===== config.mk =====
export PLATFORM = sky130hd
export DESIGN_NAME = hazard_scoreboard
export DESIGN_NICKNAME = d
export VERILOG_FILES = /design/src/rtl/hazard_scoreboard_pkg.sv /design/src/rtl/hazard_scoreboard_md_busy_counter.sv /design/src/rtl/hazard_scoreboard.sv
export SDC_FILE = /design/constraint.sdc
export NUM_CORES = 1
export LEC_CHECK = 0
export ABC_CLOCK_PERIOD_IN_PS = 4600
export CAP_MARGIN = 20
export CELL_PAD_IN_SITES_DETAIL_PLACEMENT = 0
export CELL_PAD_IN_SITES_GLOBAL_PLACEMENT = 1
export CORE_MARGIN = 1.5
export CORE_UTILIZATION = 35
export DETAILED_ROUTE_END_ITERATION = 7
export GPL_ROUTABILITY_DRIVEN = 1
export PLACE_DENSITY_LB_ADDON = 0.1
export SLEW_MARGIN = 20
export SYNTH_ARGS = -nofsm -noshare
export SYNTH_HDL_FRONTEND = slang
export SYNTH_SLANG_ARGS = --single-unit

===== constraint.sdc =====
create_clock -name clk -period 4.6 [get_ports clk]
set_input_delay 0.92 -clock clk [delete_from_list [all_inputs] [get_ports clk]]
set_output_delay 0.92 -clock clk [all_outputs]
set_load 0.02 [all_outputs]

===== src/rtl/hazard_scoreboard_pkg.sv =====
// Shared pipeline types: stage destination tag, Tnew/Tuse encodings, mult/div latencies.
package hazard_scoreboard_pkg;

  typedef struct packed {
    logic       we;
    logic [4:0] a3;
    logic [1:0] tnew;
  } stage_tag_t;

  localparam logic [1:0] TNEW_NOW  = 2'd0;
  localparam logic [1:0] TNEW_ALU  = 2'd1;
  localparam logic [1:0] TNEW_LOAD = 2'd2;

  localparam logic [1:0] TUSE_D = 2'd0;
  localparam logic [1:0] TUSE_E = 2'd1;
  localparam logic [1:0] TUSE_M = 2'd2;

  localparam int MD_CNT_W         = 4;
  localparam int MULT_CYCLES_DEF  = 5;
  localparam int DIV_CYCLES_DEF   = 10;

  // The younger E stage shadows M; a W producer is always reachable through write-through.
  function automatic logic operand_stall(input logic       rd_en,
                                         input logic [4:0] rd_reg,
                                         input logic [1:0] tuse,
                                         input stage_tag_t e_tag,
                                         input stage_tag_t m_tag);
    logic hit;
    hit = 1'b0;
    if (rd_en && (rd_reg != 5'd0)) begin
      if (e_tag.we && (e_tag.a3 == rd_reg))
        hit = (e_tag.tnew > tuse);
      else if (m_tag.we && (m_tag.a3 == rd_reg))
        hit = (m_tag.tnew > tuse);
    end
    return hit;
  endfunction

endpackage


===== src/rtl/hazard_scoreboard_md_busy_counter.sv =====
// Mult/div busy countdown: start loads the latency, then counts down to zero.
// busy is asserted combinationally in the start cycle and while the count is nonzero.
module md_busy_counter
  import hazard_scoreboard_pkg::*;
#(
  parameter int MULT_CYCLES = MULT_CYCLES_DEF,
  parameter int DIV_CYCLES  = DIV_CYCLES_DEF
) (
  input  logic clk,
  input  logic reset,
  input  logic start_i,
  input  logic is_div_i,
  output logic busy_o
);

  logic [MD_CNT_W-1:0] cnt_q, cnt_d;

  always_comb begin
    cnt_d = cnt_q;
    if (start_i)
      cnt_d = is_div_i ? MD_CNT_W'(DIV_CYCLES) : MD_CNT_W'(MULT_CYCLES);
    else if (cnt_q != '0)
      cnt_d = cnt_q - 1'b1;
  end

  always_ff @(posedge clk or posedge reset) begin
    if (reset) cnt_q <= '0;
    else       cnt_q <= cnt_d;
  end

  assign busy_o = start_i | (cnt_q != '0);

endmodule


===== src/rtl/hazard_scoreboard.sv =====
// Producer-side hazard scoreboard: per-stage GPR write tags for bypass muxes,
// same-cycle stall decision against D's Tuse, and mult/div busy tracking.
module hazard_scoreboard
  import hazard_scoreboard_pkg::*;
#(
  parameter int MULT_CYCLES = MULT_CYCLES_DEF,
  parameter int DIV_CYCLES  = DIV_CYCLES_DEF
) (
  input  logic       clk,
  input  logic       reset,
  input  logic [4:0] D_rs,
  input  logic [4:0] D_rt,
  input  logic       D_rs_use,
  input  logic       D_rt_use,
  input  logic [1:0] D_tuse_rs,
  input  logic [1:0] D_tuse_rt,
  input  logic       D_we,
  input  logic [4:0] D_a3,
  input  logic [1:0] D_tnew,
  input  logic       D_md_use,
  input  logic       E_md_start,
  input  logic       E_md_is_div,
  output logic       GRFWE_E,
  output logic       GRFWE_M,
  output logic       GRFWE_W,
  output logic [4:0] E_A3,
  output logic [4:0] M_A3,
  output logic [4:0] W_A3,
  output logic [1:0] E_tnew,
  output logic [1:0] M_tnew,
  output logic       md_busy,
  output logic       stall
);

  stage_tag_t e_tag_q, e_tag_d;
  stage_tag_t m_tag_q, m_tag_d;
  stage_tag_t w_tag_q, w_tag_d;
  logic       stall_rs, stall_rt, stall_md;

  md_busy_counter #(
    .MULT_CYCLES (MULT_CYCLES),
    .DIV_CYCLES  (DIV_CYCLES)
  ) u_md_busy_counter (
    .clk      (clk),
    .reset    (reset),
    .start_i  (E_md_start),
    .is_div_i (E_md_is_div),
    .busy_o   (md_busy)
  );

  assign stall_rs = operand_stall(D_rs_use, D_rs, D_tuse_rs, e_tag_q, m_tag_q);
  assign stall_rt = operand_stall(D_rt_use, D_rt, D_tuse_rt, e_tag_q, m_tag_q);
  assign stall_md = D_md_use & md_busy;
  assign stall    = stall_rs | stall_rt | stall_md;

  always_comb begin
    e_tag_d = '0;
    if (!stall) begin
      e_tag_d.we   = D_we & (D_a3 != 5'd0);
      e_tag_d.a3   = D_a3;
      e_tag_d.tnew = D_tnew;
    end

    m_tag_d = e_tag_q;
    if (e_tag_q.tnew != 2'd0)
      m_tag_d.tnew = e_tag_q.tnew - 2'd1;

    // Every result is ready by W, so its Tnew is pinned to zero.
    w_tag_d      = m_tag_q;
    w_tag_d.tnew = TNEW_NOW;
  end

  always_ff @(posedge clk or posedge reset) begin
    if (reset) begin
      e_tag_q <= '0;
      m_tag_q <= '0;
      w_tag_q <= '0;
    end else begin
      e_tag_q <= e_tag_d;
      m_tag_q <= m_tag_d;
      w_tag_q <= w_tag_d;
    end
  end

  assign GRFWE_E = e_tag_q.we;
  assign GRFWE_M = m_tag_q.we;
  assign GRFWE_W = w_tag_q.we;
  assign E_A3    = e_tag_q.a3;
  assign M_A3    = m_tag_q.a3;
  assign W_A3    = w_tag_q.a3;
  assign E_tnew  = e_tag_q.tnew;
  assign M_tnew  = m_tag_q.tnew;

endmodule


=== After elaboration in Yosys (flattened, before gate mapping) ===
Cells that the tools add are included.

* Bits in registers: 26
* Logic and storage cells: 47

* Add/subtract/negate cells: 2
* $lt $le $gt $ge: 4
* Equality and inequality tests: 4
* Multiplexer cells: 11
* Bitwise operators: 5
* Reductions and logical operators: 12

{| class="wikitable"
|+ Operator list
! kind !! number
|-
| equality test 5 bit || 4
|-
| nonzero test 5 bit || 3
|-
| 2-to-1 mux 4 bit || 3
|-
| greater-than comparator 2 bit || 4
|-
| 2-to-1 mux 8 bit || 1
|-
| logical AND 1 bit || 6
|-
| 2-to-1 mux 1 bit || 6
|-
| nonzero test 2 bit || 2
|-
| nonzero test 4 bit || 1
|-
| subtractor 4 x 1 -> 4 bit, second input constant || 1
|-
| bitwise OR 1 bit || 3
|-
| bitwise AND 1 bit || 2
|-
| 2-to-1 mux 2 bit || 1
|-
| subtractor 2 x 1 -> 2 bit, second input constant || 1
|}

=== Depth between registers and ports, before layout ===
Gate-level depths: netlist (run 1).

* Depth in word-level cells: 8
* Gate-level depth with buffers: 8
* Depth with buffers taken out: 8

=== Hierarchy ===
From an unflattened synthesis (run 1), not the netlist that was laid out.

* Cell total of the unflattened synthesis: 132
* Area total of the unflattened synthesis: 1383.8 µm²

{| class="wikitable"
|+ By module, submodules not included
! module !! instances !! cells an instance !! area an instance (µm²)
|-
| hazard_scoreboard || 1 || 109 || 1141.1
|-
| md_busy_counter || 1 || 23 || 242.7
|}

=== Least setup slack after synthesis (run 1) ===
No wires, ideal clock.

* Path kind: input-to-output
* Start: in D_tuse_rt[1]
* End: out stall
* Data arrival time: 2242 ps
* Data required time: 3680 ps
* Path slack: 1438 ps
* Cell stages on the path: 8
* Buffers on the path: 0
* Path through: inv_1 > ha_1 > nand2_1 > nand3_1 > nor4_1 > mux2i_1 > o22ai_2 > nand2b_1

* Cells in the longest elaborated chain, start to end: 6

{| class="wikitable"
|+ Ends and longest elaborated chain
! element !! RTL line !! text
|-
| start: declaration || hazard_scoreboard.sv:16 || <nowiki>input logic [1:0] D_tuse_rt,</nowiki>
|-
| greater-than comparator 2 bit || hazard_scoreboard_pkg.sv:34 || <nowiki>hit = (m_tag.tnew > tuse);</nowiki>
|-
| 2-to-1 mux 1 bit || hazard_scoreboard_pkg.sv:33 || <nowiki>else if (m_tag.we && (m_tag.a3 == rd_reg))</nowiki>
|-
| 2-to-1 mux 1 bit (*) || hazard_scoreboard_pkg.sv:31 || <nowiki>if (e_tag.we && (e_tag.a3 == rd_reg))</nowiki>
|-
| 2-to-1 mux 1 bit (*) || hazard_scoreboard_pkg.sv:30 || <nowiki>if (rd_en && (rd_reg != 5'd0)) begin</nowiki>
|-
| bitwise OR 1 bit (*) (2 in a row) || hazard_scoreboard.sv:54 || <nowiki>assign stall = stall_rs | stall_rt | stall_md;</nowiki>
|-
| end: declaration || hazard_scoreboard.sv:32 || <nowiki>output logic stall</nowiki>
|}

Every way passes the cells marked *; elsewhere a longest branch is shown, timed or not.

=== Worst setup path in the final report (run 1) ===
Ends and elaborated chain as after synthesis.

==> results.md, run 1 <==
* Status: complete, no violations
* Max-Cap Viols at 0
* Post-route core utilization at between 50% and 60%
* Period utilization at about nine tenths
* Layout cell share with drive strength beyond 1 at between 4 and 5%
* Setup tns final at 0 ns
* Worst EP arrival at about 3.2 ns
* Crit path kind: in -> out
* Crit-path cells: clkdlybuf4s50_1 -> inv_1 -> ha_1 -> nand2_1 -> nand3_1 -> nor4_1 -> mux2i_1 -> o22ai_2 -> nand2b_1 -> clkdlybuf4s50_1
* Antenna violations before repair at 0
* Mean cell area of the mapped netlist at just over 10 um^2
* CTS clk-pin slew, worst paths at about 0.090 ns
* DR WL/cell at approximately 13 um
* Ports at 53
* Cell with the most instances after synthesis: dfrtp_1
* Share of the synthesized area in the top cell type at between 40% and 50%
* Row count at 22
* All-Layer GR Usage at roughly 16%
* Fmax at about 0.25 GHz
* DRC errors left at 0
* Flops & latches, synth at 26
* Final WL at 3070 um
* Register area share after synthesis at between 40% and 50%
* Antenna cell count at 0
* Netlist cell types at 26
* Hold Path Class: reg -> reg
* Clk pwr share at a little over a quarter
* Number of global-route vias before repair at between 1k and 1.5k
* Drt pass-1 iters at 4
* Leak at 0.905 nW
* Setup violators final at 0
* Synth top area cells: dfrtp_1, ha_1, xor2_1
* Most instantiated cells after synthesis: dfrtp_1, nor2_1, xor2_1
* Gate Count Post-Synth at approximately 140
* Critical Path RT at ~3.7 ns
* Die Area at approximately 4300 um^2
* Sw Share at between 20% and 30%
* EDFF count, synth at 0
* Clock Path Buffers at 2
* PortBufs at 52
* Largest net degree at the start of global routing at 27
* Post-cts sizing count at 0
* Syn. warnings at 0
* Inserted Clock Buffers at 3
* Hold-fix buffers at CTS at 0
* Worst-Margin Slew at roughly 0.44 ns
* Comb pwr share at 25.8%
* Area leader, netlist: dfrtp_1
* Slew headroom at 70.8%
* Buf+Inv Stages, Crit Path at 3
* P&R area growth vs syn at 45.2%
* Slew Limit Fails at 0
* Peak VDD IR at 0.105 mV
* Pre-CTS setup slack at 0.521 ns
* TritonCTS clock tree: done
* Most common cell on crit path: clkdlybuf4s50_1
* Crit Path Max Fanout at 2
* Post-DRT Antenna Nets at 0
* Initial core utilization at between 30% and 40%
* Clk Latency, worst-skew pair at between 0.2 and 0.3 ns
* RD Place Congestion at 0.821
* Clock Root Buffer: clkbuf_8
* Die width at approximately 66 um
* Post-synth ARST share at between 90% and 100%
* Worst setup EP type: primary output
* Sequential share of power at between 40 and 50%
* Final worst-path setup slack at 0.531 ns
* Post-Syn Area at ~1400 um^2
* Sink Count at 26
* Minimum clock period at 4.07 ns
* Final Power at about 0.00055 W
* Family with the most delay on the worst path: buffers and inverters
* Worst path max stage delay at about 0.60 ns
* Detailed-route via count at around 1.1k
* Detailed Place HPWL at 2480 um
* Core box area at 3720 um^2
* Clock Skew at roughly 0.0012 ns
* First-pass GRT wire length at ~5100 um
* Startpoint class of the critical path: input pin
* Nets@finish at roughly 230
* RSZ-0062 raised after global routing: false
* H-tree levels at 1
* Die Y at ~66 um
* Final hold viol count at 0
* Internal power at about 0.00040 W
* Via-to-Cell Ratio at roughly 4.7
* Detailed Route Iter0 Violations at 46
* Switch Pwr at ~0.00015 W
* CP max stage cell: clkdlybuf4s50_1
* Mapped Nets at 175
* Top_reg_cell synth: dfrtp_1
* Setup bufs post-CTS at 0
* Power per cell area at approximately 280 nW/um^2
* Remaining Overflow, GRT at 0
metal layers:
layer / global-route usage (%) / share of wire [%] / wire length (um)
met5: 0 / 0 / 0
met3: 2.91 / 5.6 / 172
met4: 4.69 / 0.75 / 23
met2: 25.9 / 48 / 1470
met1: 20.8 / 46 / 1400
power groups by stage:
stage                     Combinational [W]  Sequential (W)  Clock, W
after detailed placement           0.000141        0.000270         0
after global placement             0.000137        0.000269         0
after CTS                          0.000141        0.000266  0.000148
final                              0.000143        0.000266  0.000145
after global routing               0.000158        0.000269  0.000159
after floorplan                   0.0000665        0.000277         0
cell usage in the layout, fill, tap and decap left out, drive strengths merged, types with 4 or more instances in the layout:
| master | netlist | layout |
|---|---|---|
| clkdlybuf4s50 | 0 | 52 |
| xor2 | 12 | 12 |
| ha | 10 | 10 |
| a21oi | 11 | 11 |
| nand3 | 5 | 5 |
| nor2 | 12 | 12 |
| inv | 11 | 11 |
| xnor2 | 9 | 9 |
| clkbuf | 0 | 4 |
| nor4 | 4 | 4 |
| nand2 | 10 | 10 |
| dfrtp | 26 | 26 |
kinds of logic (layout without fill, tap and decap cells):
family,after synthesis,in the layout,synth area share [%]
flip-flops,26,26,47.2
XOR/XNOR,21,21,13.4
AND/OR/NAND/NOR,41,41,14.8
adder cells (fa/ha/maj),10,10,9.08
buffers and inverters,18,69,6.45
multiplexers,2,2,1.45
AO/OA/AOI/OAI,18,18,7.63
flip-flops by register name, summed over array words and instances, names as in the netlist:
name,cells
E_A3,5
M_A3,5
W_A3,5
E_tnew,2
u_md_busy_counter.cnt_q,4
M_tnew,2
GRFWE_M,1
GRFWE_W,1
GRFWE_E,1
cell type report:
type | instances | area [um^2]
Fill cell | 373 | 1720
Tap cell | 48 | 60.1
Timing Repair Buffer | 54 | 556
Clock buffer | 4 | 55.1
Sequential cell | 26 | 651
Multi-Input combinational cell | 92 | 638
Inverter | 11 | 41.3
worst register-to-register path, cell delays in order, from the launching register on:
cell     delay, ns
dfrtp_1       0.43
ha_1          0.30
nand2_1       0.07
nand3_1       0.07
nor4_1        0.27
mux2i_1       0.13
o22ai_2       0.14
buf_4         0.18
nor2_1        0.05
path summary, 6_finish.rpt:
path | from | endpoint | slack, ns | cells after the start
max | D_tuse_rt[1] | stall | 0.53 | 10
min | GRFWE_M | GRFWE_W | 0.45 | 0
max reg2reg | M_tnew[1] | E_A3[4] | 2.86 | 8
min reg2reg | GRFWE_M | GRFWE_W | 0.45 | 0
max in group asynchronous | reset | E_A3[2] | 3.22 | 3
min in group asynchronous | reset | W_A3[4] | 0.95 | 2
stage by stage:
stage	cell area, um^2	cells	hold slack (ns)
3_5_place_dp	1920	230	0.426
3_3_place_gp	1920	230	0.431
2_1_floorplan	1380	136	0.428
5_1_grt	2000	235	0.478
4_1_cts	1970	234	0.446
6_report	2000	235	0.445
Note: power is estimated with default switching activity, not from simulation.
==> run 2, diff against run 1 <==
--- a/config.mk
+++ b/config.mk
@@ -13,7 +13,7 @@
 export CORE_UTILIZATION = 35
 export DETAILED_ROUTE_END_ITERATION = 7
 export GPL_ROUTABILITY_DRIVEN = 1
-export PLACE_DENSITY_LB_ADDON = 0.1
+export PLACE_DENSITY_LB_ADDON = 0.15
 export SLEW_MARGIN = 20
 export SYNTH_ARGS = -nofsm -noshare
 export SYNTH_HDL_FRONTEND = slang
==> run 2 against run 1 <==
  * Sequential power is essentially flat
  * Clock skew is 0.0054 ns higher
  * Cell area is 2.1% lower
  * First-iteration DRC count decreased by 2.2%
  * Largest power group unchanged
==> results.md, run 2 (synthesized netlist as in run 1, its figures left out) <==
* Worst path max stage delay at ~0.61 ns
* Crit Reg-Reg Startpoint: u_md_busy_counter.cnt_q[0]
* Antenna cell count at 0
* PortBufs at 52
* Setup violators final at 0
* Antenna violations before repair at 0
* Clk Latency, worst-skew pair at roughly 0.27 ns
* Row count at 22
* Worst setup EP type: primary output
* Setup bufs post-CTS at 0
* Drt pass-1 iters at 4
* CP max stage cell: clkdlybuf4s50_1
* Die Y at about 66 um
* Most common library cell in the layout ignoring fill and taps: clkdlybuf4s50_1
* DR WL/cell at approximately 13 um
* Post-DRT Antenna Nets at 0
* Sink Count at 26
* Status: complete, no violations
* Setup tns final at 0 ns
* Startpoint class of the critical path: input pin
* First-pass GRT wire length at a little over 5000 um
* Remaining Overflow, GRT at 0
* Slew headroom at 37.3%
* Leak at 0.881 nW
* Post-cts sizing count at 0
* Max-Cap Viols at 0
* Inserted Clock Buffers at 3
* Crit Path Max Fanout at 2
* Critical Path RT at 3.68 ns
* CP endpoint: stall
* Fmax at between 0.2 and 0.25 GHz
* Detailed Route Iter0 Violations at 45
* Worst-Margin Slew at 0.934 ns
* Die Area at roughly 4300 um^2
* Initial core utilization at approximately 37%
* Ports at 53
* Power per cell area at 270 nW/um^2
* TritonCTS clock tree: done
* Crit-path cells: clkdlybuf4s50_1 -> inv_1 -> ha_1 -> nand2_1 -> nand3_1 -> nor4_1 -> mux2i_1 -> o22ai_2 -> nand2b_1 -> clkdlybuf4s50_1
* Detailed-route via count at about 1.1k
* RSZ-0062 raised after global routing: false
* Detailed Place HPWL at approximately 2500 um
* Final hold viol count at 0
* CTS clk-pin slew, worst paths at roughly 0.090 ns
* DRC errors left at 0
* Peak VDD IR at ~0.13 mV
* Reg2reg path depth at 6
* Clock Skew at ~0.0067 ns
* All-Layer GR Usage at between 10% and 20%
* Hold Path Class: reg -> reg
* Reg2reg setup slack at about 2.9 ns
* CP startpoint: D_tuse_rt[1]
* Buf+Inv Stages, Crit Path at 3
* Via-to-Cell Ratio at around 4.7
* P&R area growth vs syn at 42.2%
* Worst EP arrival at around 3.1 ns
* Largest net degree at the start of global routing at 27
* Hold-fix buffers at CTS at 0
* Crit path kind: in -> out
* Number of global-route vias before repair at 1,112
* Family with the most delay on the worst path: buffers and inverters
* Die width at roughly 66 um
* Post-route core utilization at ~53%
* Slew Limit Fails at 0
* Most frequent cells in the layout: clkdlybuf4s50_1, dfrtp_1, xor2_1, nor2_1, a21oi_1
* Crit path depth at 10
* Final WL at around 3000 um
* Core box area at roughly 3700 um^2
* Critical R2R Capture: GRFWE_E
* Clock Root Buffer: clkbuf_8
* Layout cell share with drive strength beyond 1 at 3.24%
* Clock Path Buffers at 2
* Minimum clock period at just over 4 ns
* RD Place Congestion at between 0.7 and 0.8
* Period utilization at between 80% and 90%
* H-tree levels at 1
* Most common cell on crit path: clkdlybuf4s50_1
* Nets@finish at 226
==> run 2: changes by cell type in the layout (fill, tap and decap cells not counted) <==
cell / before / now
clkinv_1: 0 / 1
inv_1: 11 / 10
buf_16: 1 / 0
clkbuf_8: 4 / 3
==> run 2: power by group <==
part	switching, W	internal [W]
clock	0.0000671	0.0000587
sequential	0.0000182	0.000247
combinational	0.0000654	0.0000731
total	0.000151	0.000379
==> run 2: stage by stage <==
step / worst slack, ns / instances / cell area (um^2) / hold slack [ns] / total power (W)
after floorplan: 1.44 / 136 / 1380 / 0.428 / 0.000343
after global placement: 0.584 / 230 / 1920 / 0.440 / 0.000406
after detailed placement: 0.541 / 230 / 1920 / 0.423 / 0.000411
after CTS: 0.527 / 233 / 1960 / 0.443 / 0.000539
after global routing: 0.320 / 233 / 1960 / 0.459 / 0.000564
final: 0.542 / 233 / 1960 / 0.448 / 0.000530
==> run 2: final cells by class <==
cell class | instances | area, um^2
clock buffer | 3 | 41.3
fill | 337 | 1760
inverter | 11 | 41.3
multi-input combinational | 92 | 638
sequential | 26 | 651
tap | 48 | 60.1
timing repair buffer | 53 | 528
==> run 2: metal layers <==
layer | share of wire (%) | vias to the layer above | global-route usage (%)
met1 | 44 | 490 | 20.6
met5 | 0 | - | 0
met4 | 1.5 | 0 | 5.47
met3 | 7.4 | 5 | 3.77
met2 | 47 | 39 | 25.4
li1 | - | 552 | -
==> run 2: worst min-delay path by stage <==
| stage | startpoint | endpoint | slack (ns) | cells after the start |
|---|---|---|---|---|
| final | GRFWE_E | GRFWE_M | 0.45 | 0 |
| after global placement | GRFWE_E | GRFWE_M | 0.44 | 0 |
| after global routing | GRFWE_E | GRFWE_M | 0.46 | 0 |
| after floorplan | E_A3[0] | M_A3[0] | 0.43 | 0 |
| after CTS | GRFWE_E | GRFWE_M | 0.44 | 0 |
| after detailed placement | GRFWE_E | GRFWE_M | 0.42 | 0 |
